==> src/rtl/blood_ph_sensor_sampler.sv <==
// rtl/blood_ph_sensor_sampler.sv - serial pH frame receiver with 4-sample moving average
module blood_ph_sensor_sampler (
  input  logic       clk,
  input  logic       rstn,
  input  logic       sensorStart,
  input  logic       sensorValid,
  input  logic       sensorBit,
  output logic [3:0] bloodPH,
  output logic       phValid,
  output logic       frameError,
  output logic       windowFull
);

  typedef enum logic [1:0] {IDLE, SHIFT, PARITY, UPDATE} state_t;

  state_t state, state_next;

  logic [1:0]       bit_cnt;
  logic [3:0]       tmo_cnt;
  logic [3:0]       data;
  logic [3:0][3:0]  win;
  logic [5:0]       sum;
  logic [2:0]       count;

  logic [5:0] sum_new;
  logic [2:0] count_new;
  logic [3:0] avg;
  logic       frame_good;
  logic       timeout;

  logic restart, in_frame, shift_en, err_set, upd_en;

  // win[3] is the oldest entry; unused slots hold 0 so the sum stays exact while filling
  assign sum_new    = sum + {2'b00, data} - {2'b00, win[3]};
  assign count_new  = (count == 3'd4) ? 3'd4 : count + 3'd1;
  assign avg        = 4'((sum_new + 6'd2) >> 2);
  assign frame_good = ~(^{data, sensorBit}) && (data != 4'd15);
  assign timeout    = !sensorValid && (tmo_cnt == 4'd15);

  always_ff @(posedge clk or negedge rstn) begin
    if (!rstn) state <= IDLE;
    else       state <= state_next;
  end

  always_comb begin
    state_next = state;
    case (state)
      IDLE:   if (sensorStart) state_next = SHIFT;
      SHIFT: begin
        if (sensorStart)                            state_next = SHIFT;
        else if (sensorValid && bit_cnt == 2'd3)    state_next = PARITY;
        else if (timeout)                           state_next = IDLE;
      end
      PARITY: begin
        if (sensorStart)      state_next = SHIFT;
        else if (sensorValid) state_next = frame_good ? UPDATE : IDLE;
        else if (timeout)     state_next = IDLE;
      end
      UPDATE: state_next = IDLE;
      default: state_next = IDLE;
    endcase
  end

  always_comb begin
    restart  = 1'b0;
    in_frame = 1'b0;
    shift_en = 1'b0;
    err_set  = 1'b0;
    upd_en   = 1'b0;
    case (state)
      IDLE:   restart = sensorStart;
      SHIFT, PARITY: begin
        restart  = sensorStart;
        in_frame = !sensorStart;
        shift_en = (state == SHIFT) && !sensorStart && sensorValid;
        err_set  = !sensorStart &&
                   (timeout || ((state == PARITY) && sensorValid && !frame_good));
      end
      UPDATE: upd_en = 1'b1;
      default: ;
    endcase
  end

  always_ff @(posedge clk or negedge rstn) begin
    if (!rstn) begin
      bit_cnt    <= 2'd0;
      tmo_cnt    <= 4'd0;
      data       <= 4'd0;
      win        <= '0;
      sum        <= 6'd0;
      count      <= 3'd0;
      bloodPH    <= 4'd0;
      phValid    <= 1'b0;
      frameError <= 1'b0;
      windowFull <= 1'b0;
    end else begin
      frameError <= err_set;
      phValid    <= upd_en && (count_new == 3'd4);
      if (restart) begin
        bit_cnt <= 2'd0;
        tmo_cnt <= 4'd0;
      end else begin
        if (shift_en) begin
          data    <= {data[2:0], sensorBit};
          bit_cnt <= bit_cnt + 2'd1;
        end
        if (in_frame && sensorValid) tmo_cnt <= 4'd0;
        else if (in_frame)           tmo_cnt <= tmo_cnt + 4'd1;
      end
      if (upd_en) begin
        win   <= {win[2:0], data};
        sum   <= sum_new;
        count <= count_new;
        if (count_new == 3'd4) begin
          bloodPH    <= avg;
          windowFull <= 1'b1;
        end
      end
    end
  end

endmodule

==> config.mk <==
export PLATFORM = sky130hd
export DESIGN_NAME = blood_ph_sensor_sampler
export DESIGN_NICKNAME = d
export VERILOG_FILES = /design/src/rtl/blood_ph_sensor_sampler.sv
export SDC_FILE = /design/constraint.sdc
export NUM_CORES = 1
export LEC_CHECK = 0
export CAP_MARGIN = 20
export CORE_MARGIN = 4
export CORE_UTILIZATION = 59
export DETAILED_ROUTE_END_ITERATION = 8
export GPL_TIMING_DRIVEN = 0
export PLACE_DENSITY = 0.76
export SYNTH_ARGS = -nofsm -noshare
export SYNTH_HDL_FRONTEND = slang
export SYNTH_SLANG_ARGS = --single-unit
==> constraint.sdc <==
create_clock -name clk -period 3.3 [get_ports clk]
set_input_delay 0.66 -clock clk [delete_from_list [all_inputs] [get_ports clk]]
set_output_delay 0.66 -clock clk [all_outputs]
set_load 0.02 [all_outputs]
# Yosys cells after proc, flatten, opt, wreduce, memory -nomap -nowiden
# Index checks and enable logic that the tools add are counted.
# totals
register_bits	44
wordCells	72
# classes
add_sub_neg	6
n_eq_ne	9
muxes	19
bitwise_logic	2
n_reduce_logical	22
# op_table
cell	count
2-to-1 mux 2 bit	9
2-to-1 mux 4 bit	3
logical AND 1 bit	10
case mux 2 bit (4 select lines)	1
adder 6 x 2 -> 6 bit, second input constant	1
adder 6 x 4 -> 6 bit	1
equality test 2 bit, second input constant	3
equality test 3 bit, second input constant	2
subtractor 6 x 4 -> 6 bit	1
2-to-1 mux 1 bit	5
XOR reduction 5 bit	1
adder 4 x 1 -> 4 bit, second input constant	1
equality test 4 bit, second input constant	1
!= test 4 bit, second input constant	1
AND reduction 2 bit	2
adder 3 x 1 -> 3 bit, second input constant	1
logical NOT 1 bit	3
2-to-1 mux 3 bit	1
nonzero test 3 bit	1
OR reduction 3 bit	1
adder 2 x 1 -> 2 bit, second input constant	1
equality test 2 x 1 -> 1 bit, second input constant	1
logical NOT 2 bit	1
!= test 2 bit, second input constant	1
4 further kinds	5

# Longest topological paths before layout
# Gate-level depths: netlist (run 1).
# logic_depth
depth_word	8
mapped_depth	12

# Least setup slack after synthesis (run 1)
# No wires, ideal clock.
# synth_timing
kind	register -> register
start	register data[1]
end	register bloodPH[3]
setup_time_ns	0.125
arrival_time_ns	2.679
path_slack_ns	0.496
path_stages_with_launch	10
period_less_slack_ns	2.804
path_cell_list	dfrtp_1 > inv_1 > fa_1 > fa_1 > nand2b_1 > a21oi_1 > xor2_1 > nand3_2 > xnor3_1 > mux2_4
# synth_via
elab_chain_cells	3
# synth_lines
element	line_no	rtl
start: declaration	20	logic [3:0] data;
start signal: assignment	104	data <= {data[2:0], sensorBit};
adder 6 x 4 -> 6 bit	34	assign sum_new = sum + {2'b00, data} - {2'b00, win[3]};
subtractor 6 x 4 -> 6 bit	34	
adder 6 x 2 -> 6 bit	36	assign avg = 4'((sum_new + 6'd2) >> 2);
end signal: assignment	115	bloodPH <= avg;
end: declaration	8	output logic [3:0] bloodPH,
# No other way between the ends.
# A chain may end at the register's enable or synchronous reset.

# Worst setup path in the final report (run 1)
# Ends and elaborated chain as after synthesis.

==> flow_summary.yaml, run 1 <==
outcome:
  outcome: "finished, final reports clean"
synth:
  netlist_instances: 225
  yosysUniqueCellTypes: 41
  ys_ff_latch: 44
  synth_seq_area_share_pct: 45.6
  syn-num-nets: 250
  ys.flop_type: "dfrtp_1"
  syn_area_um2: 2410
  synth_warnings: 0
  async_flop_share_pct: 100
  synth_edf_count: 0
  syn_avg_cell_area_um2: 10.7
detailed_routing:
  finalWirelength_um: 4150
  wl_per_cell_um: 14.3
  drc: 0
  first_pass_iters: 4
  dr.first_iter.drc_count: 105
  antenna_left: 0
  routed-via-count: 1582
  routed_via_density: 5.44
setup_path:
  max_stage_delay_ns: 0.55
  required_ns: 3.49
  ff2ff_setup_slack_ns: 0.27
  path_class: "register to register"
  reg2reg_from: "data[1]$_DFFE_PN0P_"
  path_delay_family: "adder cells"
  worstPathArrival_ns: 3.21
  crit_buf_inv: 1
  path_common_cell: "fa_1"
  cp_cell_sequence: "inv_1 > fa_1 > fa_1 > nand2b_1 > a21oi_1 > xor2_1 > nand3_2 > xnor3_1 > mux2_4"
  timing.rr.end: "bloodPH[3]$_DFFE_PN0P_"
  path_max_fanout: 5
  startpoint_type: "register"
  slowest_stage: "fa_1"
  crit_cells: 9
  rr_worst_depth: 9
  worst_setup_path_end_kind: "register"
floorplanning:
  die_w_um: 72.0
  dieHeight_um: 72.0
  initial_utilization_pct: 63.6
  num_rows: 22
  dieArea_um2: 5180
  io_pins: 12
  core-area_um2: 3800
power:
  p_per_area_nw_per_um2: 807
  power_leakage_nw: 1.33
  ir_drop_uv: 425
  power_w: 0.00220
cells_and_area:
  drive_above_1_share_pct: 15.2
  multi_input_area_um2: 1170
  antenna_cells: 0
  seq_area_um2: 1100
  fin_nets: 268
  area_growth_pct: 12.6
  final_common_cell: "dfrtp_1"
  final_area_um2: 2720
  fill_cells: 297
  layout.cells.most_common_list: "dfrtp_1, inv_1, mux2_2"
  finalNonFillerCells: 291
worst_hold_path:
  hold_path.class: "input pin to async pin"
place:
  pre_cts_slack_ns: 0.272
  dp.cells: 284
  globalplace.congestion: 0.896
  place.port_buffers: 10
  dpl_cell_area_um2: 2590
  hpwl_um: 3020
timing:
  fmax_ghz: 0.330
  fin_ws_ns: 0.273
  final-hold-violation-count: 0
  fin_skew_ns: 0.0114
  rsz0062_at_grt: "false"
  worstMarginPinSlew_ns: 0.521
  post-route-min-period_ns: 3.03
  finalCritPeriodShare_pct: 91.7
  setup_tns_ns: 0
  setup_viol: 0
  relSlewSlack_pct: 65.3
  slew_violations: 0
clock_network:
  cts-resized-gates: 0
  cts.path.max_buffers: 2
  h-tree-depth: 2
  cts.sinks: 44
  post_cts_buffers: 0
  numCtsBuffers: 5
  clockRootBuffer: "clkbuf_8"
  clk_pin_slew_ns: 0.08
  clkLatencyLatePin_ns: 0.29
  cts_tree: "built"
  cts-hold-fix-buffers: 0
global_routing:
  globalRouteTotalUtil_pct: 18.6
  grt_antenna_before_repair: 0
  grt_pass1_vias: 1639
  grt_pass1_wl_um: 7440
  grt_max_degree: 28
  grt_overflow: 0
flow_run:
  drv_cap: 0
-- layout make-up --
| cell class | count | area share (%) |
|---|---|---|
| tap | 48 | 2.21 |
| sequential | 44 | 40.5 |
| multi-input combinational | 146 | 43.2 |
| inverter | 27 | 3.73 |
| timing repair buffer | 11 | 4.23 |
| buffer | 8 | 1.43 |
| clock inverter | 2 | 2.21 |
| clock buffer | 5 | 2.53 |
-- Yosys cell counts (2+ instances only) --
| cell type | count | area share, % |
|---|---|---|
| nand2b_1 | 2 | 0.52 |
| nor3_1 | 2 | 0.41 |
| o21a_1 | 2 | 0.62 |
| a22oi_1 | 2 | 0.62 |
| inv_1 | 27 | 4.2 |
| xor2_1 | 4 | 1.5 |
| o21ai_0 | 16 | 3.3 |
| nand3_1 | 11 | 2.3 |
| a31oi_1 | 2 | 0.52 |
| dfrtp_1 | 44 | 46 |
| a21oi_1 | 12 | 2.5 |
| ha_1 | 16 | 8.3 |
| fa_1 | 4 | 3.3 |
| mux2_2 | 19 | 8.9 |
| nand2_1 | 16 | 2.5 |
| clkbuf_1 | 5 | 0.78 |
| and3b_1 | 2 | 0.73 |
| xnor2_1 | 5 | 1.8 |
| mux2i_1 | 3 | 1.2 |
| nor2_1 | 9 | 1.4 |
| a221o_1 | 2 | 0.83 |
-- flip-flops by register name, summed over array words and instances, names as in the netlist --
register	flops
frameError	1
tmo_cnt	4
phValid	1
win	16
count	3
sum	6
bit_cnt	2
bloodPH	4
data	4
state	2
windowFull	1
-- stage by stage --
stage | util (%) | hold slack [ns]
2_1_floorplan | - | 0.364
4_1_cts | 71.6 | 0.290
6_report | 71.6 | 0.284
3_3_place_gp | 67.8 | 0.453
5_1_grt | 71.6 | 0.299
3_5_place_dp | 68.2 | 0.460
-- worst register-to-register path, delay by kind of cell, from the launching register on --
kind / cells / cell delay, ns
xor gates and xnor gates: 2 / 0.65
and+or+nand+nor: 2 / 0.30
buffers and inverters: 1 / 0.10
DFF: 1 / 0.43
adders and majority gates: 2 / 1.04
muxes: 1 / 0.26
AOI/OAI and AO/OA: 1 / 0.17
-- power breakdown --
group / total, W / internal [W] / leakage (nW) / switching, W
clock: 0.000472 / 0.000298 / 0.0642 / 0.000174
combinational: 0.00105 / 0.000491 / 0.661 / 0.000562
sequential: 0.000670 / 0.000605 / 0.602 / 0.0000650
-- kinds of logic (layout without fill, tap and decap cells) --
family	Yosys count	in the layout	synth area share, %
adders and majority gates	20	20	11.6
and+or+nand+nor	51	51	10.6
xor gates and xnor gates	12	12	5.85
DFF	44	44	45.6
buffers and inverters	35	53	5.80
muxes	23	23	10.7
AOI/OAI and AO/OA	40	40	9.84
-- metal layers --
layer / vias to the layer above / part of all wire [%] / track usage (%)
met3: 4 / 2.4 / 4.85
li1: 796 / - / -
met4: 0 / 1.3 / 7.72
met2: 21 / 49 / 30.4
met5: - / 0 / 0
met1: 761 / 47 / 23.5
-- how the worst max path moves through the flow --
stage                                         to  slack (ns)                start
after floorplan           bloodPH[3]$_DFFE_PN0P_        0.50  data[1]$_DFFE_PN0P_
after global placement    bloodPH[3]$_DFFE_PN0P_        0.31  data[1]$_DFFE_PN0P_
after detailed placement  bloodPH[3]$_DFFE_PN0P_        0.27  data[1]$_DFFE_PN0P_
after CTS                 bloodPH[3]$_DFFE_PN0P_        0.27  data[1]$_DFFE_PN0P_
after global routing      bloodPH[3]$_DFFE_PN0P_        0.12  data[1]$_DFFE_PN0P_
final                     bloodPH[3]$_DFFE_PN0P_        0.27  data[1]$_DFFE_PN0P_
Note: power is estimated with default switching activity, not from simulation.
==> run 2: changes to the inputs <==
--- a/config.mk
+++ b/config.mk
@@ -11,6 +11,7 @@
 export DETAILED_ROUTE_END_ITERATION = 8
 export GPL_TIMING_DRIVEN = 0
 export PLACE_DENSITY = 0.76
+export RECOVER_POWER = 25
 export SYNTH_ARGS = -nofsm -noshare
 export SYNTH_HDL_FRONTEND = slang
 export SYNTH_SLANG_ARGS = --single-unit
==> flow_summary.yaml, run 2 (same netlist as run 1, synthesis figures left out) <==
outcome:
  outcome: "finished, final reports clean"
timing:
  final-hold-violation-count: 0
  slew_violations: 0
  relSlewSlack_pct: 1.63
  setup_viol: 0
  fin_ws_ns: 0.273
  fmax_ghz: 0.330
  setup_tns_ns: 0
  finalCritPeriodShare_pct: 91.7
  post-route-min-period_ns: 3.03
  rsz0062_at_grt: "false"
  fin_skew_ns: 0.0115
  worstMarginPinSlew_ns: 1.48
cells_and_area:
  fin_util_pct: 71.1
  layout.cells.most_common_list: "dfrtp_1, inv_1, mux2_2"
  area_growth_pct: 11.9
  antenna_cells: 0
  finalNonFillerCells: 291
  regMostFlops: "win"
  largest_reg_flops: 16
  final_common_cell: "dfrtp_1"
  drive_above_1_share_pct: 14.4
  fill_cells: 300
  reg_top3: "win (16), sum (6)"
  fin_nets: 268
floorplanning:
  io_pins: 12
  die_w_um: 72.0
  dieArea_um2: 5180
  num_rows: 22
  initial_utilization_pct: 63.6
  core-area_um2: 3800
  dieHeight_um: 72.0
detailed_routing:
  wl_met1_um: 1940
  dr_wl_met2_um: 2040
  dr.first_iter.drc_count: 111
  antenna_left: 0
  top_layer: "met4"
  drc: 0
  routed_via_density: 5.43
  first_pass_iters: 4
  finalWirelength_um: 4130
  wl_per_cell_um: 14.2
  wl_met3_um: 97
  routed-via-count: 1579
clock_network:
  cts.path.max_buffers: 2
  numCtsBuffers: 5
  cts.sinks: 44
  clk_pin_slew_ns: 0.08
  cts-hold-fix-buffers: 0
  post_cts_buffers: 0
  h-tree-depth: 2
  clkLatencyLatePin_ns: 0.29
  cts_tree: "built"
  cts-resized-gates: 0
  clockRootBuffer: "clkbuf_8"
setup_path:
  path_class: "register to register"
  required_ns: 3.49
  worstPathArrival_ns: 3.21
  startpoint_type: "register"
  worst_setup_path_end_kind: "register"
  rr_worst_depth: 9
  path_max_fanout: 5
place:
  dp.cells: 284
  place.port_buffers: 10
  globalplace.congestion: 0.896
  pre_cts_slack_ns: 0.272
  hpwl_um: 3020
flow_run:
  drv_cap: 0
worst_hold_path:
  hold_path.class: "input pin to async pin"
power:
  power_leakage_nw: 1.32
  ir_drop_uv: 424
  p_per_area_nw_per_um2: 812
  power_w: 0.00219
global_routing:
  globalRouteTotalUtil_pct: 18.6
  grt_max_degree: 28
  grt_overflow: 0
  grt_antenna_before_repair: 0
  grt_pass1_vias: 1639
  grt_pass1_wl_um: 7440
## run 2: cell types whose count changed in the layout (fill, tap and decap cells not counted)
cell	delta
buf_12	-1
buf_2	-1
clkbuf_1	+2
## run 2: layer usage
metal	up-vias	global-route usage [%]
met4	0	7.72
met5	-	0
met2	19	30.4
met3	4	4.85
li1	796	-
met1	760	23.5
## run 2: critical path, stage by stage (launching register included)
cell	delay, ns
dfrtp_1	0.43
inv_1	0.10
fa_1	0.55
fa_1	0.49
nand2b_1	0.16
a21oi_1	0.17
xor2_1	0.31
nand3_2	0.14
xnor3_1	0.34
mux2_4	0.26
## run 2: report_power, final
group | internal (W) | leakage, nW | switching [W]
clock network | 0.000298 | 0.0642 | 0.000175
logic | 0.000489 | 0.650 | 0.000562
registers | 0.000605 | 0.602 | 0.0000656
total | 0.00139 | 1.32 | 0.000802
## run 2: final cells by class
class                   count  area (um2)  share of cell area [%]
plain buffers               8        38.8                    1.44
clock buffers               5        68.8                    2.55
multi-input cells         146        1170                    43.4
well taps                  48        60.1                    2.22
flip-flops and latches     44        1100                    40.8
repair buffers             11        97.6                    3.61
clock inverters             2        60.1                    2.22
inverters                  27         101                    3.75
## run 2: worst paths after layout
kind                                             start                      to  slack, ns
worst min-delay path                              rstn    frameError$_DFF_PN0_       0.45
max in group asynchronous                         rstn     data[2]$_DFFE_PN0P_       0.99
worst max-delay path               data[1]$_DFFE_PN0P_  bloodPH[3]$_DFFE_PN0P_       0.27
min in group clk                windowFull$_DFFE_PN0P_  windowFull$_DFFE_PN0P_       0.47
worst min register to register  windowFull$_DFFE_PN0P_  windowFull$_DFFE_PN0P_       0.47
worst max register to register     data[1]$_DFFE_PN0P_  bloodPH[3]$_DFFE_PN0P_       0.27
## run 2: through the flow
stage	hold WS (ns)	area, um2
2_1_floorplan	0.364	2410
3_3_place_gp	0.453	2570
3_5_place_dp	0.460	2590
4_1_cts	0.290	2720
5_1_grt	0.509	2700
6_report	0.454	2700
